$ cat config.mk
export PLATFORM = sky130hd
export DESIGN_NAME = regshift_pipe
export DESIGN_NICKNAME = d
export VERILOG_FILES = /design/src/rtl/regshift_pkg.sv /design/src/rtl/regshift_pipe_layer.sv /design/src/rtl/regshift_pipe.sv
export SDC_FILE = /design/constraint.sdc
export NUM_CORES = 1
export LEC_CHECK = 0
export ABC_AREA = 1
export BUFFER_PORTS_ARGS = -buffer_cell sky130_fd_sc_hd__clkbuf_2
export CAP_MARGIN = 20
export CORE_MARGIN = 8
export CORE_UTILIZATION = 33
export DETAILED_ROUTE_END_ITERATION = 12
export SLEW_MARGIN = 0
export SYNTH_ARGS = -nofsm -noshare
export SYNTH_HDL_FRONTEND = slang
export SYNTH_HIERARCHICAL = 1
export SYNTH_SLANG_ARGS = --single-unit
$ cat constraint.sdc
create_clock -name clk -period 2.55 [get_ports clk]
set_input_delay 0 -clock clk [delete_from_list [all_inputs] [get_ports clk]]
set_output_delay 0 -clock clk [all_outputs]
set_load 0.01 [all_outputs]
$ cat src/rtl/regshift_pkg.sv
// Shared types and constants for the pipelined register-controlled shifter.
package regshift_pkg;

  typedef enum logic [1:0] {
    SH_LSL = 2'b00,
    SH_LSR = 2'b01,
    SH_ASR = 2'b10,
    SH_ROR = 2'b11
  } shift_op_e;

  typedef enum logic [1:0] {
    AMT_ZERO,
    AMT_LT,
    AMT_EQ,
    AMT_GT
  } amt_class_e;

  localparam int FLAG_N = 3;
  localparam int FLAG_Z = 2;
  localparam int FLAG_C = 1;
  localparam int FLAG_V = 0;

  function automatic amt_class_e classify_amt(input logic [7:0] amt, input int unsigned width);
    if (amt == 8'd0) begin
      return AMT_ZERO;
    end else if (32'(amt) < width) begin
      return AMT_LT;
    end else if (32'(amt) == width) begin
      return AMT_EQ;
    end else begin
      return AMT_GT;
    end
  endfunction

endpackage

$ cat src/rtl/regshift_pipe_layer.sv
// One barrel layer: optionally shifts/rotates by SHIFT and captures the last bit shifted out.
module shift_layer
  import regshift_pkg::*;
#(
  parameter int WIDTH = 32,
  parameter int SHIFT = 1
) (
  input  logic             en,
  input  shift_op_e        op,
  input  logic [WIDTH-1:0] d,
  input  logic             c_in,
  output logic [WIDTH-1:0] d_out,
  output logic             c_out
);

  always_comb begin
    d_out = d;
    c_out = c_in;
    if (en) begin
      unique case (op)
        SH_LSL: begin
          d_out = d << SHIFT;
          c_out = d[WIDTH-SHIFT];
        end
        SH_LSR: begin
          d_out = d >> SHIFT;
          c_out = d[SHIFT-1];
        end
        SH_ASR: begin
          d_out = $unsigned($signed(d) >>> SHIFT);
          c_out = d[SHIFT-1];
        end
        default: begin
          d_out = {d[SHIFT-1:0], d[WIDTH-1:SHIFT]};
          c_out = d[SHIFT-1];
        end
      endcase
    end
  end

endmodule

$ cat src/rtl/regshift_pipe.sv
// Pipelined register-controlled shifter with valid/ready handshake.
// Optional RRX on ROR selected by defining REGSHIFT_RRX_EN.
module regshift_pipe
  import regshift_pkg::*;
#(
  parameter int WIDTH       = 32,
  parameter int PIPE_STAGES = 2
) (
  input  logic             clk,
  input  logic             reset,
  input  logic             in_valid,
  output logic             in_ready,
  input  logic [1:0]       shift_control,
  input  logic [7:0]       rs_amt,
  input  logic [WIDTH-1:0] rm,
  input  logic             carry_in,
`ifdef REGSHIFT_RRX_EN
  input  logic             rrx,
`endif
  output logic             out_valid,
  input  logic             out_ready,
  output logic [WIDTH-1:0] rd,
  output logic [3:0]       flags
);

  localparam int LOG_W = $clog2(WIDTH);
  localparam int BASE  = LOG_W / PIPE_STAGES;
  localparam int FIRST = BASE + (LOG_W % PIPE_STAGES);

  logic [PIPE_STAGES-1:0] valid_reg;
  logic [PIPE_STAGES-1:0] advance;
  logic [PIPE_STAGES-1:0] src_valid;
  logic [PIPE_STAGES-1:0] carry_reg;
  logic [PIPE_STAGES-1:0] src_carry;
  logic [PIPE_STAGES-1:0] stage_carry;
  logic [WIDTH-1:0]       data_reg   [PIPE_STAGES];
  logic [WIDTH-1:0]       src_data   [PIPE_STAGES];
  logic [WIDTH-1:0]       stage_data [PIPE_STAGES];
  logic [LOG_W-1:0]       amt_reg    [PIPE_STAGES];
  logic [LOG_W-1:0]       src_amt    [PIPE_STAGES];
  shift_op_e              op_reg     [PIPE_STAGES];
  shift_op_e              src_op     [PIPE_STAGES];

  logic [WIDTH-1:0] layer_in  [LOG_W];
  logic [WIDTH-1:0] layer_out [LOG_W];
  logic [LOG_W-1:0] layer_cin;
  logic [LOG_W-1:0] layer_cout;

  logic [3:0]       flags_reg;
  logic [3:0]       flags_next;

  shift_op_e        dec_op;
  amt_class_e       dec_class;
  logic [WIDTH-1:0] dec_data;
  logic             dec_carry;
  logic [LOG_W-1:0] dec_amt;

  // Out-of-range amounts are resolved here so the barrel layers only ever see m = a mod W.
  always_comb begin
    dec_op    = shift_op_e'(shift_control);
    dec_class = classify_amt(rs_amt, WIDTH);
    dec_data  = rm;
    dec_carry = carry_in;
    dec_amt   = rs_amt[LOG_W-1:0];
    unique case (dec_op)
      SH_LSL, SH_LSR: begin
        unique case (dec_class)
          AMT_ZERO: dec_amt = '0;
          AMT_EQ: begin
            dec_data  = '0;
            dec_carry = (dec_op == SH_LSL) ? rm[0] : rm[WIDTH-1];
            dec_amt   = '0;
          end
          AMT_GT: begin
            dec_data  = '0;
            dec_carry = 1'b0;
            dec_amt   = '0;
          end
          default: ;
        endcase
      end
      SH_ASR: begin
        unique case (dec_class)
          AMT_ZERO: dec_amt = '0;
          AMT_EQ, AMT_GT: begin
            dec_data  = {WIDTH{rm[WIDTH-1]}};
            dec_carry = rm[WIDTH-1];
            dec_amt   = '0;
          end
          default: ;
        endcase
      end
      default: begin
        if (dec_class == AMT_ZERO) begin
          dec_amt = '0;
        end else begin
          // Seeds the carry for a multiple-of-W rotate, which enables no layer.
          dec_carry = rm[WIDTH-1];
        end
`ifdef REGSHIFT_RRX_EN
        if (rrx) begin
          dec_data  = {carry_in, rm[WIDTH-1:1]};
          dec_carry = rm[0];
          dec_amt   = '0;
        end
`endif
      end
    endcase
  end

  genvar gi, gj;
  generate
    for (gi = 0; gi < PIPE_STAGES; gi++) begin : g_stage
      localparam int LO  = (gi == 0) ? 0 : FIRST + (gi - 1) * BASE;
      localparam int CNT = (gi == 0) ? FIRST : BASE;

      if (gi == 0) begin : g_src_in
        assign src_valid[gi] = in_valid & in_ready;
        assign src_data[gi]  = dec_data;
        assign src_carry[gi] = dec_carry;
        assign src_amt[gi]   = dec_amt;
        assign src_op[gi]    = dec_op;
      end else begin : g_src_reg
        assign src_valid[gi] = valid_reg[gi-1];
        assign src_data[gi]  = data_reg[gi-1];
        assign src_carry[gi] = carry_reg[gi-1];
        assign src_amt[gi]   = amt_reg[gi-1];
        assign src_op[gi]    = op_reg[gi-1];
      end

      // A stage moves when any stage from here to the output has a hole, or the consumer takes.
      assign advance[gi] = out_ready | ~(&valid_reg[PIPE_STAGES-1:gi]);

      for (gj = 0; gj < CNT; gj++) begin : g_layer
        if (gj == 0) begin : g_first
          assign layer_in[LO]  = src_data[gi];
          assign layer_cin[LO] = src_carry[gi];
        end else begin : g_chain
          assign layer_in[LO+gj]  = layer_out[LO+gj-1];
          assign layer_cin[LO+gj] = layer_cout[LO+gj-1];
        end
        shift_layer #(
          .WIDTH(WIDTH),
          .SHIFT(1 << (LO + gj))
        ) u_layer (
          .en   (src_amt[gi][LO+gj]),
          .op   (src_op[gi]),
          .d    (layer_in[LO+gj]),
          .c_in (layer_cin[LO+gj]),
          .d_out(layer_out[LO+gj]),
          .c_out(layer_cout[LO+gj])
        );
      end

      assign stage_data[gi]  = layer_out[LO+CNT-1];
      assign stage_carry[gi] = layer_cout[LO+CNT-1];
    end
  endgenerate

  always_comb begin
    flags_next         = '0;
    flags_next[FLAG_N] = stage_data[PIPE_STAGES-1][WIDTH-1];
    flags_next[FLAG_Z] = ~|stage_data[PIPE_STAGES-1];
    flags_next[FLAG_C] = stage_carry[PIPE_STAGES-1];
    flags_next[FLAG_V] = 1'b0;
  end

  always_ff @(posedge clk) begin
    if (reset) begin
      valid_reg <= '0;
      carry_reg <= '0;
      flags_reg <= '0;
      for (int k = 0; k < PIPE_STAGES; k++) begin
        data_reg[k] <= '0;
        amt_reg[k]  <= '0;
        op_reg[k]   <= SH_LSL;
      end
    end else begin
      for (int k = 0; k < PIPE_STAGES; k++) begin
        if (advance[k]) begin
          valid_reg[k] <= src_valid[k];
          if (src_valid[k]) begin
            data_reg[k]  <= stage_data[k];
            carry_reg[k] <= stage_carry[k];
            amt_reg[k]   <= src_amt[k];
            op_reg[k]    <= src_op[k];
          end
        end
      end
      if (advance[PIPE_STAGES-1] && src_valid[PIPE_STAGES-1]) begin
        flags_reg <= flags_next;
      end
    end
  end

  assign in_ready  = ~reset & advance[0];
  assign out_valid = valid_reg[PIPE_STAGES-1];
  assign rd        = data_reg[PIPE_STAGES-1];
  assign flags     = flags_reg;

endmodule

### Word level (Yosys, flattened, before mapping)

Memory sizes are Yosys's and may differ from the RTL's.
Index checks and enable logic that the tools add are counted.
W data, S select, Z words.

| cells by class | value |
|---|---|
| $add $sub $neg | 0 |
| multipliers | 0 |
| div/mod/pow operators | 0 |
| $lt $le $gt $ge | 1 |
| equality and inequality tests | 7 |
| shift-type cells | 0 |
| multiplexer cells | 50 |
| bitwise gates (word level) | 13 |
| reductions and logical operators | 13 |

Operators with widths:

| operator | number |
|---|---|
| $pmux W32 S3 | 5 |
| $mux W32 | 8 |
| $pmux W32 S2 | 1 |
| $reduce_or A32 Y1 | 1 |
| $mux W31 | 1 |
| $mux W5 | 5 |
| $mux W1 | 24 |
| $eq A2 B2 Y1 const B | 4 |
| $eq A8 B6 Y1 const B | 1 |
| $logic_not A8 Y1 | 1 |
| $lt A8 B6 Y1 const B | 1 |
| $mux W2 | 4 |
| $or A1 B1 Y1 | 8 |
| $logic_not A2 Y1 | 3 |
| $reduce_or A3 Y1 | 2 |
| $eq A2 B1 Y1 const B | 2 |
| $pmux W1 S2 | 2 |
| $reduce_and A2 Y1 | 2 |
| $reduce_or A2 Y1 | 2 |
| $not A1 Y1 | 3 |
| $and A1 B1 Y1 | 2 |
| $logic_and A1 B1 Y1 | 1 |
| $logic_not A1 Y1 | 1 |

| word-level totals | value |
|---|---|
| bits in registers | 6 |
| latch bits | 0 |
| memory bits (writable) | 78 |
| memory bits (read-only) | 0 |
| input port bits | 47 |
| word-level logic and storage cells | 91 |
| memories | 3 |

Memory list:

| name | words | bits a word | rd ports | clocked after memory_dff | wr ports | RTL line | text |
|---|---|---|---|---|---|---|---|
| data_reg | 2 | 32 | 2 | 0 | 2 | regshift_pipe.sv:36 | `logic [WIDTH-1:0] data_reg [PIPE_STAGES];` |
| amt_reg | 2 | 5 | 1 | 0 | 2 | regshift_pipe.sv:39 | `logic [LOG_W-1:0] amt_reg [PIPE_STAGES];` |
| op_reg | 2 | 2 | 1 | 0 | 2 | regshift_pipe.sv:41 | `shift_op_e op_reg [PIPE_STAGES];` |

### Depth between registers and ports, before layout

| depth | value |
|---|---|
| depth after elaboration | 15 |
| mapped depth | 21 |
| depth with buffers taken out | 20 |

### By module

The synthesis kept the hierarchy.

Modules (own cells, without submodules):

| module | instances | cells each | area each (um^2) |
|---|---|---|---|
| regshift_pipe | 1 | 413 | 3671.0 |
| shift_layer at g_stage[0].g_layer[0].u_layer | 1 | 214 | 875.8 |
| shift_layer at g_stage[0].g_layer[2].u_layer | 1 | 187 | 870.8 |
| shift_layer at g_stage[0].g_layer[1].u_layer | 1 | 185 | 847.1 |
| shift_layer at g_stage[1].g_layer[0].u_layer | 1 | 191 | 827.0 |
| shift_layer at g_stage[1].g_layer[1].u_layer | 1 | 169 | 779.5 |

### Least setup slack after synthesis

OpenSTA, ideal clock, no wires.

| path | value |
|---|---|
| path kind | input-to-reg |
| start | input port rs_amt[7] |
| end | memory data_reg[0][30] (data pin) |
| library setup time | 256 ps |
| data arrival time | 1700 ps |
| setup slack | 594 ps |
| stages on the path | 20 |
| path buffers | 2 |
| path through | nor2_2 nand2_2 nand2_1 clkinv_1 nor2_1 buf_2 inv_1 buf_2 nand2_1 nand2_1 nand3_1 nand2_1 nor2_1 nor2_1 nand3_1 nand2_1 nor2_1 nor2_1 inv_1 nor2_1 |

RTL lines:

| item | RTL line | text |
|---|---|---|
| start: declaration | regshift_pipe.sv:14 | `input logic [7:0] rs_amt,` |
| end: declaration | regshift_pipe.sv:36 |  |

==> impl_results.md <==
- Status: finished clean
- Clock transition at path regs: 0.06 ns
- Number of global-route vias before repair: 7065
- Synth warn: 6
- CTS tree: built
- Post-cts sizing count: 0
- Post-Syn Area: slightly below 8000 um2
- Leak: 4.43 nW
- Max-slew violation count: 0
- CP Launch Point: op_reg[0][1]
- DIE WIDTH: roughly 170 um
- Inserted Clock Buffers: 9
- Wire per inst: 12.4 um
- Worst path required time: 2.78 ns
- Worst-skew pair later-pin latency: 0.34 ns
- Most common cell after layout, fill and taps aside: nand2_1
- Nets: 1420
- Measured slew at the worst slew-check pin: 0.680 ns
- Pin count of the biggest net entering global routing: 69
- Flop and latch count out of synthesis: 74
- Root Buffer: clkbuf_16
- H-tree depth: 3
- Max clock buf depth: 2
- Worst Hold Launch: rs_amt[3]
- Share of layout cells above drive strength 1: 0.117
- Sequential share of the synthesized area: 0.275
- Congestion Overflow GR: 0
- Syn nets: roughly 1400
- Setup TNS: 0 ns
- Initial Util: 0.335
- Drt pass-1 iters: 5
- Max reg flops: 64
- PD cells: 488 nW/um2
- Die area: 29000 um2
- RSZ-0062 raised after global routing: no
- Antenna violations before repair: 0
- GP Congestion: 0.872
- CP Capture Type: flip-flop
- Global-route wire length before repair: ~35000 um
- Min Tclk post-route: 2.28 ns
- Reg-to-Reg Start: op_reg[0][1]
- Fin crit share: 0.894
- Post-DP HPWL: roughly 16000 um
- Worst min-delay path category: input port to flip-flop
- Synthesized area per cell: 5.79 um2
- Die H: roughly 170 um
- # setup viols final: 0
- Core Area: around 23000 um2
- DRC: 0
- N_diodes: 0
- Final Hold Fails: 0
- Min Hold Slack: approximately 0.047 ns
- Cells after synthesis: approximately 1400
- PortBufs: 83
- Gr usage total: 0.147
- FP Rows: between 50 and 60
- Yosys cell types: 31
- ANT nets after route: 0
- Crit Path Class: flip-flop to flip-flop
- Layout area overhead: 8.97%
- Max VDD drop: 313 uV
- CP Data Arrival Time: 2.51 ns
- Max-cap violations: 0
- Routed vias: slightly below 8000
- Clk sinks: 74
- Avg Vias per Cell: 4.63
- Io pins: 85
- CP Max Fanout: 24
- Crit path launch type: flip-flop
- 1st-iter DRT viols: about 660
- Max frequency: roughly 440 MHz
- Final Skew: 0.00781 ns
- Most frequent cells in the layout: nand2_1, inv_1, nand3_1
- Final WL: 21000 um
- Max-slew headroom: 0.546
[cell usage after synthesis]
master,n,area share
o21ai_0,80,0.051
dfxtp_1,6,0.015
o21ai_2,7,0.0078
buf_6,17,0.024
clkbuf_2,2,0.0013
inv_1,247,0.12
buf_2,43,0.027
nand2_2,4,0.0032
nor2_8,1,0.0025
buf_4,41,0.039
nand4_1,1,0.00080
nand2_4,1,0.0014
nor2_2,2,0.0016
clkbuf_1,7,0.0033
nand2_1,436,0.21
o31ai_1,1,0.00095
edfxtp_1,68,0.26
o21ai_1,49,0.031
buf_8,1,0.0019
a21oi_1,6,0.0038
nand3_2,6,0.0076
nor2_1,143,0.068
nand3_1,173,0.11
nor2_4,2,0.0029
nor3_1,1,0.00064
buf_1,1,0.00048
nand3_4,1,0.0022
o21bai_1,1,0.00095
inv_2,9,0.0043
conb_1,1,0.00048
clkinv_1,1,0.00048
[final timing paths]
kind	to	slack (ns)	cells after the start
worst min register to register	carry_reg[0]	0.47	2
worst max register to register	flags[2]	0.27	13
worst max-delay path	flags[2]	0.27	13
worst min-delay path	amt_reg[0][3]	0.05	3
[cell families after synthesis]
kind of cell / after synthesis / share of synthesized area
compound gates: 144 / 0.0955
buf+inv: 369 / 0.220
flops: 74 / 0.275
other cells: 1 / 0.000476
simple gates: 771 / 0.409
[what timing repair did]
item	4_1_cts	5_1_grt
buffers inserted	0	0
endpoints found under the hold margin	4	0
hold buffers	4	0
[report_power, final]
part | switching [W] | total (W) | internal (W)
Sequential | 0.0000528 | 0.00148 | 0.00143
Combinational | 0.000929 | 0.00137 | 0.000445
Clock | 0.000478 | 0.00133 | 0.000849
[metal layers]
| layer | wire length, um | global-route usage | vias to the layer above |
|---|---|---|---|
| met1 | 9750 | 0.193 | 3506 |
| met2 | 9830 | 0.243 | 168 |
| met3 | 968 | 0.0255 | 28 |
| met5 | 0 | 0 | - |
| li1 | - | - | 4157 |
| met4 | 424 | 0.0427 | 0 |
[through the flow]
stage | utilization | total power (W) | instance area, um2 | cells | setup slack, ns
finish | 0.365 | 0.00418 | 8580 | 1697 | 0.271
global route | 0.365 | 0.00449 | 8580 | 1697 | 0.00442
CTS | 0.365 | 0.00421 | 8580 | 1697 | 0.297
detailed placement | 0.350 | 0.00288 | 8230 | 1677 | 0.119
global placement | 0.350 | 0.00287 | 8230 | 1677 | 0.151
floorplan | - | 0.00256 | 7870 | 1359 | 0.594
[critical path: stages (launching register included)]
cell,delay (ns)
edfxtp_1,0.56
nor2_4,0.17
buf_4,0.28
nand2_1,0.08
nand2_1,0.06
nor2_1,0.03
nor2_1,0.16
nand2_1,0.07
o21ai_0,0.40
nor2_1,0.07
nand2_1,0.07
nor2_1,0.04
nand3_1,0.10
o21bai_1,0.07
[final cells by class]
type / count / area [um2]
well taps: 319 / 399
repair buffers: 115 / 741
clock buffers: 10 / 229
clock inverters: 6 / 81.3
multi-input cells: 916 / 4000
flip-flops and latches: 74 / 2160
inverters: 257 / 965
fillers: 2580 / 14900
Note: power is estimated with default switching activity, not from simulation.
